<file path="src/rtl/drive_pkg.sv">
// Shared encodings for the wall-following autopilot: FSM states, detector bit
// positions and the command bit order packed into the TX byte.
package drive_pkg;

  typedef enum logic [2:0] {
    StIdle   = 3'd0,
    StDecide = 3'd1,
    StFwd    = 3'd2,
    StTurnL  = 3'd3,
    StTurnR  = 3'd4,
    StTurnBk = 3'd5,
    StSettle = 3'd6
  } drive_state_e;

  localparam int unsigned NumDet   = 4;
  localparam int unsigned DetFront = 0;
  localparam int unsigned DetBack  = 1;
  localparam int unsigned DetLeft  = 2;
  localparam int unsigned DetRight = 3;

  localparam int unsigned NumCmd   = 4;
  localparam int unsigned CmdFwd   = 0;
  localparam int unsigned CmdBack  = 1;
  localparam int unsigned CmdLeft  = 2;
  localparam int unsigned CmdRight = 3;

  // Command levels driven while resident in a state; never more than one bit set.
  function automatic logic [NumCmd-1:0] cmd_for_state(drive_state_e st);
    logic [NumCmd-1:0] cmd;
    cmd = '0;
    case (st)
      StFwd:            cmd[CmdFwd]   = 1'b1;
      StTurnL:          cmd[CmdLeft]  = 1'b1;
      StTurnR, StTurnBk: cmd[CmdRight] = 1'b1;
      default:          cmd = '0;
    endcase
    return cmd;
  endfunction

endpackage

</file>
<file path="src/rtl/cycle_timer.sv">
// Up-counter with synchronous clear and terminal-count compare; done_o flags
// the last cycle of a length_i-cycle interval. Saturates instead of wrapping.
module cycle_timer #(
  parameter int unsigned CntW = 32
) (
  input  logic            clk_i,
  input  logic            rst_ni,
  input  logic            clear_i,
  input  logic            run_i,
  input  logic [CntW-1:0] length_i,
  output logic            done_o
);

  logic [CntW-1:0] count_d, count_q;

  always_comb begin
    count_d = count_q;
    if (clear_i) begin
      count_d = '0;
    end else if (run_i && (count_q != {CntW{1'b1}})) begin
      count_d = count_q + CntW'(1);
    end
  end

  always_ff @(posedge clk_i or negedge rst_ni) begin
    if (!rst_ni) begin
      count_q <= '0;
    end else begin
      count_q <= count_d;
    end
  end

  assign done_o = run_i && (count_q == (length_i - CntW'(1)));

endmodule

</file>
<file path="src/rtl/auto_drive_ctrl.sv">
// Right-hand wall-following sequencer: registers the car's detector bits and
// drives time-sliced move/turn command levels toward the UART link.
module auto_drive_ctrl
  import drive_pkg::*;
#(
  parameter int unsigned MOVE_CYCLES   = 100_000_000,
  parameter int unsigned TURN_CYCLES   = 90_000_000,
  parameter int unsigned SETTLE_CYCLES = 20_000_000,
  parameter int unsigned CNT_W         = 32
) (
  input  logic       sys_clk,
  input  logic       rst_n,
  input  logic       enable,
  input  logic       front_detector,
  input  logic       back_detector,
  input  logic       left_detector,
  input  logic       right_detector,
  output logic       move_forward,
  output logic       move_backward,
  output logic       turn_left,
  output logic       turn_right,
  output logic       busy,
  output logic [2:0] state_o
);

  drive_state_e      state_d, state_q;
  logic              just_turned_d, just_turned_q;
  logic [NumDet-1:0] det_d, det_q;
  logic [NumCmd-1:0] cmd_d, cmd_q;
  logic              busy_d, busy_q;

  logic              timer_clear, timer_run, timer_done;
  logic [CNT_W-1:0]  timer_len;
  logic              unused_det_back;

  always_comb begin
    det_d           = '0;
    det_d[DetFront] = front_detector;
    det_d[DetBack]  = back_detector;
    det_d[DetLeft]  = left_detector;
    det_d[DetRight] = right_detector;
  end

  // Rear detector is status only; it never feeds a decision.
  assign unused_det_back = det_q[DetBack];

  always_comb begin
    timer_len = CNT_W'(1);
    timer_run = 1'b0;
    case (state_q)
      StFwd: begin
        timer_len = CNT_W'(MOVE_CYCLES);
        timer_run = 1'b1;
      end
      StTurnL, StTurnR: begin
        timer_len = CNT_W'(TURN_CYCLES);
        timer_run = 1'b1;
      end
      StTurnBk: begin
        timer_len = CNT_W'(2 * TURN_CYCLES);
        timer_run = 1'b1;
      end
      StSettle: begin
        timer_len = CNT_W'(SETTLE_CYCLES);
        timer_run = 1'b1;
      end
      default: begin
        timer_len = CNT_W'(1);
        timer_run = 1'b0;
      end
    endcase
  end

  always_comb begin
    state_d       = state_q;
    just_turned_d = just_turned_q;

    unique case (state_q)
      StIdle: begin
        state_d = StDecide;
      end
      StDecide: begin
        if (!det_q[DetRight] && !just_turned_q) begin
          state_d = StTurnR;
        end else if (!det_q[DetFront]) begin
          state_d = StFwd;
        end else if (!det_q[DetLeft]) begin
          state_d = StTurnL;
        end else begin
          state_d = StTurnBk;
        end
      end
      StFwd: begin
        if (det_q[DetFront] || timer_done) begin
          state_d = StSettle;
        end
      end
      StTurnL, StTurnR, StTurnBk: begin
        if (timer_done) begin
          state_d = StSettle;
        end
      end
      StSettle: begin
        if (timer_done) begin
          state_d = StDecide;
        end
      end
      default: begin
        state_d = StIdle;
      end
    endcase

    // A forward step re-arms right turns; any turn blocks the next one.
    if (state_d != state_q) begin
      if (state_d == StFwd) begin
        just_turned_d = 1'b0;
      end else if ((state_d == StTurnL) || (state_d == StTurnR) || (state_d == StTurnBk)) begin
        just_turned_d = 1'b1;
      end
    end

    if (!enable) begin
      state_d       = StIdle;
      just_turned_d = 1'b0;
    end
  end

  assign timer_clear = (state_d != state_q);

  cycle_timer #(
    .CntW(CNT_W)
  ) u_cycle_timer (
    .clk_i   (sys_clk),
    .rst_ni  (rst_n),
    .clear_i (timer_clear),
    .run_i   (timer_run),
    .length_i(timer_len),
    .done_o  (timer_done)
  );

  // Outputs are decoded from the next state so the registered levels line up
  // with the state they belong to.
  always_comb begin
    cmd_d  = cmd_for_state(state_d);
    busy_d = (state_d != StIdle);
  end

  always_ff @(posedge sys_clk or negedge rst_n) begin
    if (!rst_n) begin
      state_q       <= StIdle;
      just_turned_q <= 1'b0;
      det_q         <= '0;
      cmd_q         <= '0;
      busy_q        <= 1'b0;
    end else begin
      state_q       <= state_d;
      just_turned_q <= just_turned_d;
      det_q         <= det_d;
      cmd_q         <= cmd_d;
      busy_q        <= busy_d;
    end
  end

  assign move_forward  = cmd_q[CmdFwd];
  assign move_backward = cmd_q[CmdBack];
  assign turn_left     = cmd_q[CmdLeft];
  assign turn_right    = cmd_q[CmdRight];
  assign busy          = busy_q;
  assign state_o       = state_q;

endmodule

</file>
<file path="config.mk">
export PLATFORM = sky130hd
export DESIGN_NAME = auto_drive_ctrl
export DESIGN_NICKNAME = d
export VERILOG_FILES = /design/src/rtl/drive_pkg.sv /design/src/rtl/cycle_timer.sv /design/src/rtl/auto_drive_ctrl.sv
export SDC_FILE = /design/constraint.sdc
export NUM_CORES = 1
export LEC_CHECK = 0
export CAP_MARGIN = 25
export CORE_MARGIN = 3
export CORE_UTILIZATION = 46
export CTS_CLUSTER_SIZE = 14
export DETAILED_ROUTE_END_ITERATION = 10
export PLACE_DENSITY = 0.66
export SLEW_MARGIN = 20
export SYNTH_ARGS = -nofsm -noshare
export SYNTH_HDL_FRONTEND = slang
export SYNTH_SLANG_ARGS = --single-unit
</file>
<file path="constraint.sdc">
create_clock -name sys_clk -period 2.4 [get_ports sys_clk]
set_input_delay 0.24 -clock sys_clk [delete_from_list [all_inputs] [get_ports sys_clk]]
set_output_delay 0.24 -clock sys_clk [all_outputs]
set_load 0.02 [all_outputs]
</file>
==> load_flow_metrics.sql, run 1 <==
INSERT INTO impl_metrics (metric_group, metric, value, unit) VALUES
('finish', 'drive_gt1_frac', '0.225', ''),
('global_route', 'grt_pass1_wl', '12.3', 'mm'),
('cts', 'tritoncts', 'built', ''),
('cts', 'cts_inserted_buffers', '5', ''),
('worst_setup_path', 'setup.worst_path.end_class', 'flop', ''),
('global_route', 'grt_antenna_before_repair', '0', ''),
('yosys', 'synth.top_cell.area_share', '0.365', ''),
('floorplan', 'die-area', '7410', 'um2'),
('worst_setup_path', 'cp_cell_sequence', 'buf_12, nor2b_1, o32ai_1, o41a_1, a211oi_2, nand3_2, buf_12, mux2i_1, a221o_1, a31oi_1', ''),
('cts', 'h-tree-depth', '2', ''),
('yosys', 'synth_nets', '355', ''),
('worst_hold_path', 'hp-class', 'primary input to async pin', ''),
('outcome', 'outcome', 'finished with violations', ''),
('cts', 'cts_buffer_depth', '2', ''),
('route', 'routedWlPerCell', '15.3', 'um'),
('yosys', 'synth_area', '2950', 'um2'),
('finish', 'syn2layout_area_growth', '20.4', '%'),
('yosys', 'post-synth-top-area-cell', 'sky130_fd_sc_hd__dfrtp_1', ''),
('place', 'placed_cell_area', '3330', 'um2'),
('timing', 'maxSlewHeadroom', '0.633', ''),
('worst_setup_path', 'path_max_fanout', '17', ''),
('power', 'vdd_drop_max', '599', 'uV'),
('yosys', 'ys_seq_area_frac', '0.365', ''),
('floorplan', 'core-area', '6060', 'um2'),
('worst_setup_path', 'cp_slowest_stage_delay', '0.46', 'ns'),
('route', 'detail_route.wirelength', '6.99', 'mm'),
('worst_setup_path', 'critical_path.n_buffers_inverters', '2', ''),
('floorplan', 'fp-row-count', '28', ''),
('floorplan', 'boundaryPins', '15', ''),
('run', 'max_cap_violation_count', '0', ''),
('finish', 'num_antenna_cells', '0', ''),
('outcome', 'violations', 'hold timing', ''),
('yosys', 'synth_cells', '347', ''),
('yosys', 'synthDistinctLibCells', '70', ''),
('timing', 'timing_hold_violations_final', '2', ''),
('timing', 'max_slew.worst_pin.slew', '0.551', 'ns'),
('yosys', 'synth_edf_count', '0', ''),
('worst_setup_path', 'critical-path-slowest-cell', 'sky130_fd_sc_hd__dfrtp_2', ''),
('power', 'power-per-cell-area', '899', 'nW/um2'),
('floorplan', 'die_width', '86.1', 'um'),
('cts', 'clk_latency', '0.30', 'ns'),
('timing', 'achievable-frequency', '421', 'MHz'),
('place', 'buffer_ports.inserted', '12', ''),
('timing', 'drv_slew', '0', ''),
('worst_setup_path', 'crit_family', 'compound AO/OA/AOI/OAI gates', ''),
('cts', 'cts.sink_count', '43', ''),
('timing', 'holdWs', '-0.00117', 'ns'),
('cts', 'worst_setup_hold_path_clk_slew', '0.08', 'ns'),
('finish', 'stdcell_area', '3550', 'um2'),
('finish', 'post_layout_nonfiller_instances', '457', ''),
('global_route', 'grt_max_degree', '44', ''),
('worst_setup_path', 'critPathMostFrequentCell', 'sky130_fd_sc_hd__buf_12', ''),
('global_route', 'global_route.overflow_total', '0', ''),
('global_route', 'grtUsageTotal', '0.204', ''),
('route', 'drc_errors', '0', ''),
('yosys', 'ffs_w_async_s_r_synth', '1.00', ''),
('timing', 'finClkSkew', '0.00672', 'ns'),
('global_route', 'first_global_vias', '2569', ''),
('route', 'via_count', '2607', ''),
('power', 'static-leakage-power', '0.00151', 'uW'),
('route', 'detailedRoute.firstIterationViolations', '152', ''),
('worst_setup_path', 'worstSetupPathType', 'flop to flop', ''),
('yosys', 'synth.top_cells.by_count', '53 x sky130_fd_sc_hd__nor2_1, 43 x sky130_fd_sc_hd__dfrtp_1, 20 x sky130_fd_sc_hd__nand3_1, 19 x sky130_fd_sc_hd__nand2_1, 19 x sky130_fd_sc_hd__xor2_1', ''),
('worst_setup_path', 'critPathRequiredTime', '2.62', 'ns'),
('yosys', 'synthFlopType', 'sky130_fd_sc_hd__dfrtp_1', ''),
('timing', 'grt_setup_unrepaired', 'true', ''),
('timing', 'setup_tns', '0', 'ns'),
('route', 'routed_via_density', '5.70', ''),
('yosys', 'avgSynthCellArea', '8.50', 'um2'),
('worst_setup_path', 'worst_setup_path_start_kind', 'flop', ''),
('yosys', 'post-synth-top-count-cell', 'sky130_fd_sc_hd__nor2_1', '');
[flip-flops by register name, indices dropped and copies added, names as in the netlist]
register	flops
u_cycle_timer.count_q	32
state_o	3
cmd_q	3
just_turned_q	1
det_q	3
busy	1
[layout by cell type, fill, tap and decap left out, types with 4 or more instances in the layout]
cell,instances
sky130_fd_sc_hd__nor2_1,53
sky130_fd_sc_hd__dfrtp_1,38
sky130_fd_sc_hd__buf_4,38
sky130_fd_sc_hd__nand2_1,19
sky130_fd_sc_hd__nand3_1,19
sky130_fd_sc_hd__xor2_1,19
sky130_fd_sc_hd__a21oi_1,18
sky130_fd_sc_hd__xnor2_1,13
sky130_fd_sc_hd__and3_1,11
sky130_fd_sc_hd__clkdlybuf4s50_1,11
sky130_fd_sc_hd__inv_1,9
sky130_fd_sc_hd__nand4_1,8
sky130_fd_sc_hd__nand2b_1,7
sky130_fd_sc_hd__nor3_1,7
sky130_fd_sc_hd__o211ai_1,6
sky130_fd_sc_hd__clkbuf_8,6
sky130_fd_sc_hd__o21ai_0,5
sky130_fd_sc_hd__dfrtp_2,5
sky130_fd_sc_hd__nor2b_1,4
[final cells by class]
class,count,area [um2]
Clock buffer,6,82.6
Clock inverter,2,35.0
Fill cell,567,2510
Inverter,11,43.8
Multi-Input combinational cell,265,1730
Sequential cell,43,1080
Tap cell,75,93.8
Timing Repair Buffer,55,483
[cells by family after synthesis]
family                     after synthesis  synth area share
DFF                                     43             0.365
and+or+nand+nor                        160             0.287
adders and majority gates                1           0.00424
buffers and inverters                   39            0.0717
xor gates and xnor gates                32            0.0950
muxes                                    2           0.00679
AOI/OAI and AO/OA                       69             0.170
other                                    1           0.00127
[worst reg2reg max path: cells and delay by family, from the launching register on]
family	cells	cell delay, ns
multiplexers	1	0.13
AND/OR/NAND/NOR	2	0.27
flip-flops	1	0.46
AO/OA/AOI/OAI	5	1.10
buffers and inverters	2	0.34
[worst paths after layout]
kind	slack, ns	cells after the start	startpoint	endpoint
worst max-delay path	0.03	10	state_o[1]	just_turned_q
worst min-delay path	-0.001	2	rst_n	det_q[3]
worst max register to register	0.03	10	state_o[1]	just_turned_q
worst min register to register	0.58	2	u_cycle_timer.count_q[30]	u_cycle_timer.count_q[30]
max in group asynchronous	1.98	2	rst_n	u_cycle_timer.count_q[14]
min in group sys_clk	0.38	1	left_detector	det_q[2]
[power by group]
| group | internal, uW | switching (uW) | leakage [uW] |
|---|---|---|---|
| clock | 337 | 254 | 0.0000612 |
| sequential | 780 | 68.8 | 0.000579 |
| combinational | 832 | 923 | 0.000867 |
[layer usage]
layer  part of all wire  track usage  routed length [um]
met1               0.49        0.287                3410
met2               0.47        0.324                3260
met3              0.028       0.0279                 197
met4              0.017       0.0647                 121
met5                  0            0                   0
[per-stage QoR]
stage	setup slack (ns)	total power, uW	hold WS [ns]
finish	0.0265	3190	-0.00117
floorplan	0.0165	1950	-0.0556
global placement	-0.0364	2450	0.343
global route	-0.115	3420	0.0653
detailed placement	-0.0714	2460	0.349
CTS	0.0107	3120	0.0237
[repair_timing]
action | 4_1_cts | 5_1_grt
setup endpoints to repair | 37 | 39
buffers inserted | 1 | 2
resized for setup | 8 | 14
pin swaps | 7 | 5
hold buffers | 0 | 0
(Power assumes the default switching activity.)
==> run 2: changes to the inputs <==
--- a/config.mk
+++ b/config.mk
@@ -5,12 +5,13 @@
 export SDC_FILE = /design/constraint.sdc
 export NUM_CORES = 1
 export LEC_CHECK = 0
+export ABC_AREA = 1
+export ABC_CLOCK_PERIOD_IN_PS = 2600
 export CAP_MARGIN = 25
 export CORE_MARGIN = 3
 export CORE_UTILIZATION = 46
 export CTS_CLUSTER_SIZE = 14
 export DETAILED_ROUTE_END_ITERATION = 10
-export PLACE_DENSITY = 0.66
 export SLEW_MARGIN = 20
 export SYNTH_ARGS = -nofsm -noshare
 export SYNTH_HDL_FRONTEND = slang
==> constraint.sdc (replaced) <==
create_clock -name sys_clk -period 2.6 [get_ports sys_clk]
set_input_delay 0.26 -clock sys_clk [delete_from_list [all_inputs] [get_ports sys_clk]]
set_output_delay 0.26 -clock sys_clk [all_outputs]
set_load 0.02 [all_outputs]
==> run 2 against run 1 <==
The flow finishes with violations (setup timing). Maximum frequency is 9.2% lower. Sequential share of layout area decreased by 3.6 points. Critical path depth up 8. Final cell count is 25% higher.
==> load_flow_metrics.sql, run 2 <==
INSERT INTO impl_metrics (metric_group, metric, value, unit) VALUES
('timing', 'final_setup_vio_count', '18', ''),
('worst_setup_path', 'cp_cell_sequence', 'inv_2, nand3_2, nand2_4, nand3_1, o21ai_1, nand3_1, nor2_4, nand2_4, nand2_2, nand2_2, nand2_4, inv_2, nand2_2, nand2_2, nor2_4, nand3_4, buf_12, nor2_4', ''),
('worst_setup_path', 'critical-path-slowest-cell', 'sky130_fd_sc_hd__dfrtp_1', ''),
('route', 'detail_route.wirelength', '7.66', 'mm'),
('finish', 'drive_gt1_frac', '0.294', ''),
('finish', 'fillCellCount', '620', ''),
('finish', 'largest_register_ff_count', '32', ''),
('route', 'postRouteAntennaNets', '0', ''),
('floorplan', 'fp.dieH', '89.5', 'um'),
('floorplan', 'boundaryPins', '15', ''),
('worst_setup_path', 'cp_slowest_stage_delay', '0.43', 'ns'),
('finish', 'stdcell_area', '4020', 'um2'),
('worst_setup_path', 'path_max_fanout', '9', ''),
('place', 'placed_cell_area', '3720', 'um2'),
('yosys', 'yosysWarnings', '0', ''),
('finish', 'fin_util', '0.611', ''),
('cts', 'clk_root_buffer_cell', 'sky130_fd_sc_hd__clkbuf_8', ''),
('finish', 'max_flop_register', 'u_cycle_timer.count_q', ''),
('cts', 'tritoncts', 'built', ''),
('timing', 'holdWs', '0.386', 'ns'),
('timing', 'worst_slack', '-0.0146', 'ns'),
('yosys', 'synth.area.top_cells', 'sky130_fd_sc_hd__dfrtp_1 34%, sky130_fd_sc_hd__nand2_1 12%, sky130_fd_sc_hd__nor2_4 11%', ''),
('global_route', 'grtUsageTotal', '0.207', ''),
('place', 'finalWeightedCongestion', '0.919', ''),
('cts', 'worst_setup_hold_path_clk_slew', '0.08', 'ns'),
('place', 'post-dp-hpwl', '5.61', 'mm'),
('worst_setup_path', 'critical_path.n_buffers_inverters', '3', ''),
('timing', 'finClkSkew', '0.00485', 'ns'),
('worst_setup_path', 'critPathMostFrequentCell', 'sky130_fd_sc_hd__nand2_2', ''),
('route', 'top_layer', 'met4', ''),
('global_route', 'grt_antenna_before_repair', '0', ''),
('cts', 'cts.sink_count', '43', ''),
('run', 'max_cap_violation_count', '0', ''),
('cts', 'clk_latency', '0.30', 'ns'),
('finish', 'syn2layout_area_growth', '25.1', '%'),
('timing', 'max_slew.worst_pin.slew', '0.558', 'ns'),
('cts', 'cts_buffer_depth', '2', ''),
('floorplan', 'core-area', '6570', 'um2'),
('worst_setup_path', 'setup.worst_path.end_class', 'flop', ''),
('yosys', 'synth.top_cell.area_share', '0.335', ''),
('yosys', 'post-synth-top-count-cell', 'sky130_fd_sc_hd__nand2_1', ''),
('timing', 'drv_slew', '0', ''),
('timing', 'maxSlewHeadroom', '0.628', ''),
('route', 'routedWlPerCell', '13.4', 'um'),
('yosys', 'ffs_w_async_s_r_synth', '1.00', ''),
('timing', 'timing_hold_violations_final', '0', ''),
('route', 'detail_route_met3_wl', '371', 'um'),
('power', 'static-leakage-power', '0.00183', 'uW'),
('yosys', 'synthFlopType', 'sky130_fd_sc_hd__dfrtp_1', ''),
('yosys', 'yosys_register_bits', '43', ''),
('route', 'drt_pass1_iterations', '5', ''),
('global_route', 'grt_pass1_wl', '12.8', 'mm'),
('yosys', 'avgSynthCellArea', '7.72', 'um2'),
('timing', 'achievable-frequency', '382', 'MHz'),
('place', 'place_worst_setup_slack', '-0.110', 'ns'),
('worst_setup_path', 'crit_family', 'simple AND/OR/NAND/NOR gates', ''),
('yosys', 'synth_area', '3210', 'um2'),
('yosys', 'synth_cells', '416', ''),
('finish', 'layout.cells.most_common', 'sky130_fd_sc_hd__nand2_1', ''),
('finish', 'mostFrequentLayoutCells', '98 x sky130_fd_sc_hd__nand2_1, 44 x sky130_fd_sc_hd__buf_4, 42 x sky130_fd_sc_hd__inv_1', ''),
('cts', 'h-tree-depth', '2', ''),
('worst_hold_path', 'hp-class', 'primary input to flop', ''),
('global_route', 'grt_max_degree', '44', ''),
('route', 'detailedRoute.firstIterationViolations', '261', ''),
('global_route', 'first_global_vias', '2738', ''),
('finish', 'num_antenna_cells', '0', ''),
('timing', 'timing.final.crit_period', '2.61', 'ns'),
('place', 'buffer_ports.inserted', '12', ''),
('outcome', 'violations', 'setup timing', ''),
('yosys', 'synth.top_cells.by_count', '101 x sky130_fd_sc_hd__nand2_1, 44 x sky130_fd_sc_hd__nor2_1, 43 x sky130_fd_sc_hd__dfrtp_1, 42 x sky130_fd_sc_hd__inv_1, 36 x sky130_fd_sc_hd__nand3_1', ''),
('yosys', 'synth_nets', '424', ''),
('route', 'met2_length', '3.65', 'mm'),
('finish', 'num-nets-final', '487', ''),
('route', 'm1WireLength', '3.53', 'mm'),
('worst_setup_path', 'cp_data_arrival_time', '2.86', 'ns'),
('timing', 'setup_tns', '-0.153', 'ns'),
('timing', 'grt_setup_unrepaired', 'true', ''),
('power', 'vdd_drop_max', '603', 'uV'),
('floorplan', 'die_width', '89.5', 'um'),
('floorplan', 'fp-row-count', '29', ''),
('yosys', 'synth_edf_count', '0', ''),
('worst_setup_path', 'critPathRequiredTime', '2.84', 'ns'),
('yosys', 'synthDistinctLibCells', '32', ''),
('power', 'power-per-cell-area', '797', 'nW/um2'),
('yosys', 'ys_seq_area_frac', '0.335', ''),
('route', 'routed_via_density', '4.97', ''),
('route', 'drc_errors', '0', ''),
('cts', 'cts_inserted_buffers', '5', ''),
('floorplan', 'floorplan.initialDensity', '0.489', ''),
('worst_setup_path', 'worstSetupPathType', 'flop to flop', ''),
('floorplan', 'die-area', '8020', 'um2'),
('worst_setup_path', 'worst_setup_path_start_kind', 'flop', ''),
('timing', 'period_share', '1.01', ''),
('outcome', 'outcome', 'finished with violations', ''),
('global_route', 'global_route.overflow_total', '0', ''),
('route', 'via_count', '2845', ''),
('yosys', 'post-synth-top-area-cell', 'sky130_fd_sc_hd__dfrtp_1', '');
==> run 2: cell types whose count changed in the layout (fill, tap and decap cells not counted), sizes merged, moves of 5 or more <==
cell    before  now
nor2b        6    0
and3        11    0
nand2b       9    0
a21oi       19    2
xnor2       13    8
nand4        8   14
nand2       19  117
nor3         8   16
o211ai       6    0
inv         11   49
nand3       21   43
nor2        55   78
buf         44   54
==> run 2: final cells by class <==
| cell class | instances | area [um2] | area share |
|---|---|---|---|
| clock buffer | 8 | 100 | 0.0249 |
| inverter | 49 | 189 | 0.0471 |
| multi-input combinational | 313 | 1900 | 0.473 |
| sequential | 43 | 1080 | 0.269 |
| tap | 93 | 116 | 0.0290 |
| timing repair buffer | 67 | 633 | 0.158 |
==> run 2: where the power goes <==
part	internal, uW	switching (uW)
Clock	243	244
Sequential	711	53.6
Combinational	810	1140
==> run 2: kinds of logic (layout without fill, tap and decap cells) <==
| kind of cell | count (synthesis) | count (layout) | synth area share |
|---|---|---|---|
| fa+ha+maj | 1 | 1 | 0.00390 |
| simple gates | 275 | 276 | 0.475 |
| compound gates | 8 | 8 | 0.0140 |
| xor+xnor | 27 | 27 | 0.0737 |
| other cells | 1 | 1 | 0.00117 |
| flops | 43 | 43 | 0.335 |
| buf+inv | 61 | 124 | 0.0974 |
==> run 2: repair_timing <==
action	in CTS	in global routing
endpoints found under the hold margin	0	22
hold buffers	0	1
endpoints found under the setup margin	32	33
buffers inserted	0	5
cloned	0	2
resized for setup	5	17
pin swaps	0	6
==> run 2: worst paths after layout <==
| kind | slack (ns) | start | cells past startpoint | endpoint |
|---|---|---|---|---|
| min in group asynchronous | 0.47 | rst_n | 2 | cmd_q[0] |
| max in group asynchronous | 1.61 | rst_n | 3 | state_o[2] |
| worst min register to register | 0.47 | just_turned_q | 2 | just_turned_q |
| worst max register to register | -0.01 | state_o[1] | 18 | u_cycle_timer.count_q[2] |
| worst max-delay path | -0.01 | state_o[1] | 18 | u_cycle_timer.count_q[2] |
| worst min-delay path | 0.39 | right_detector | 1 | det_q[3] |
==> run 2: per-layer routing <==
layer,up-vias,GRT usage
met1,1317,0.290
met2,78,0.331
li1,1434,-
met5,-,0
met4,0,0.0609
met3,16,0.0313
==> run 2: per-stage QoR <==
stage               total power (uW)  instances
finish                          3200        573
global route                    3400        573
CTS                             3050        564
detailed placement              2530        556
global placement                2510        556
floorplan                       1990        416
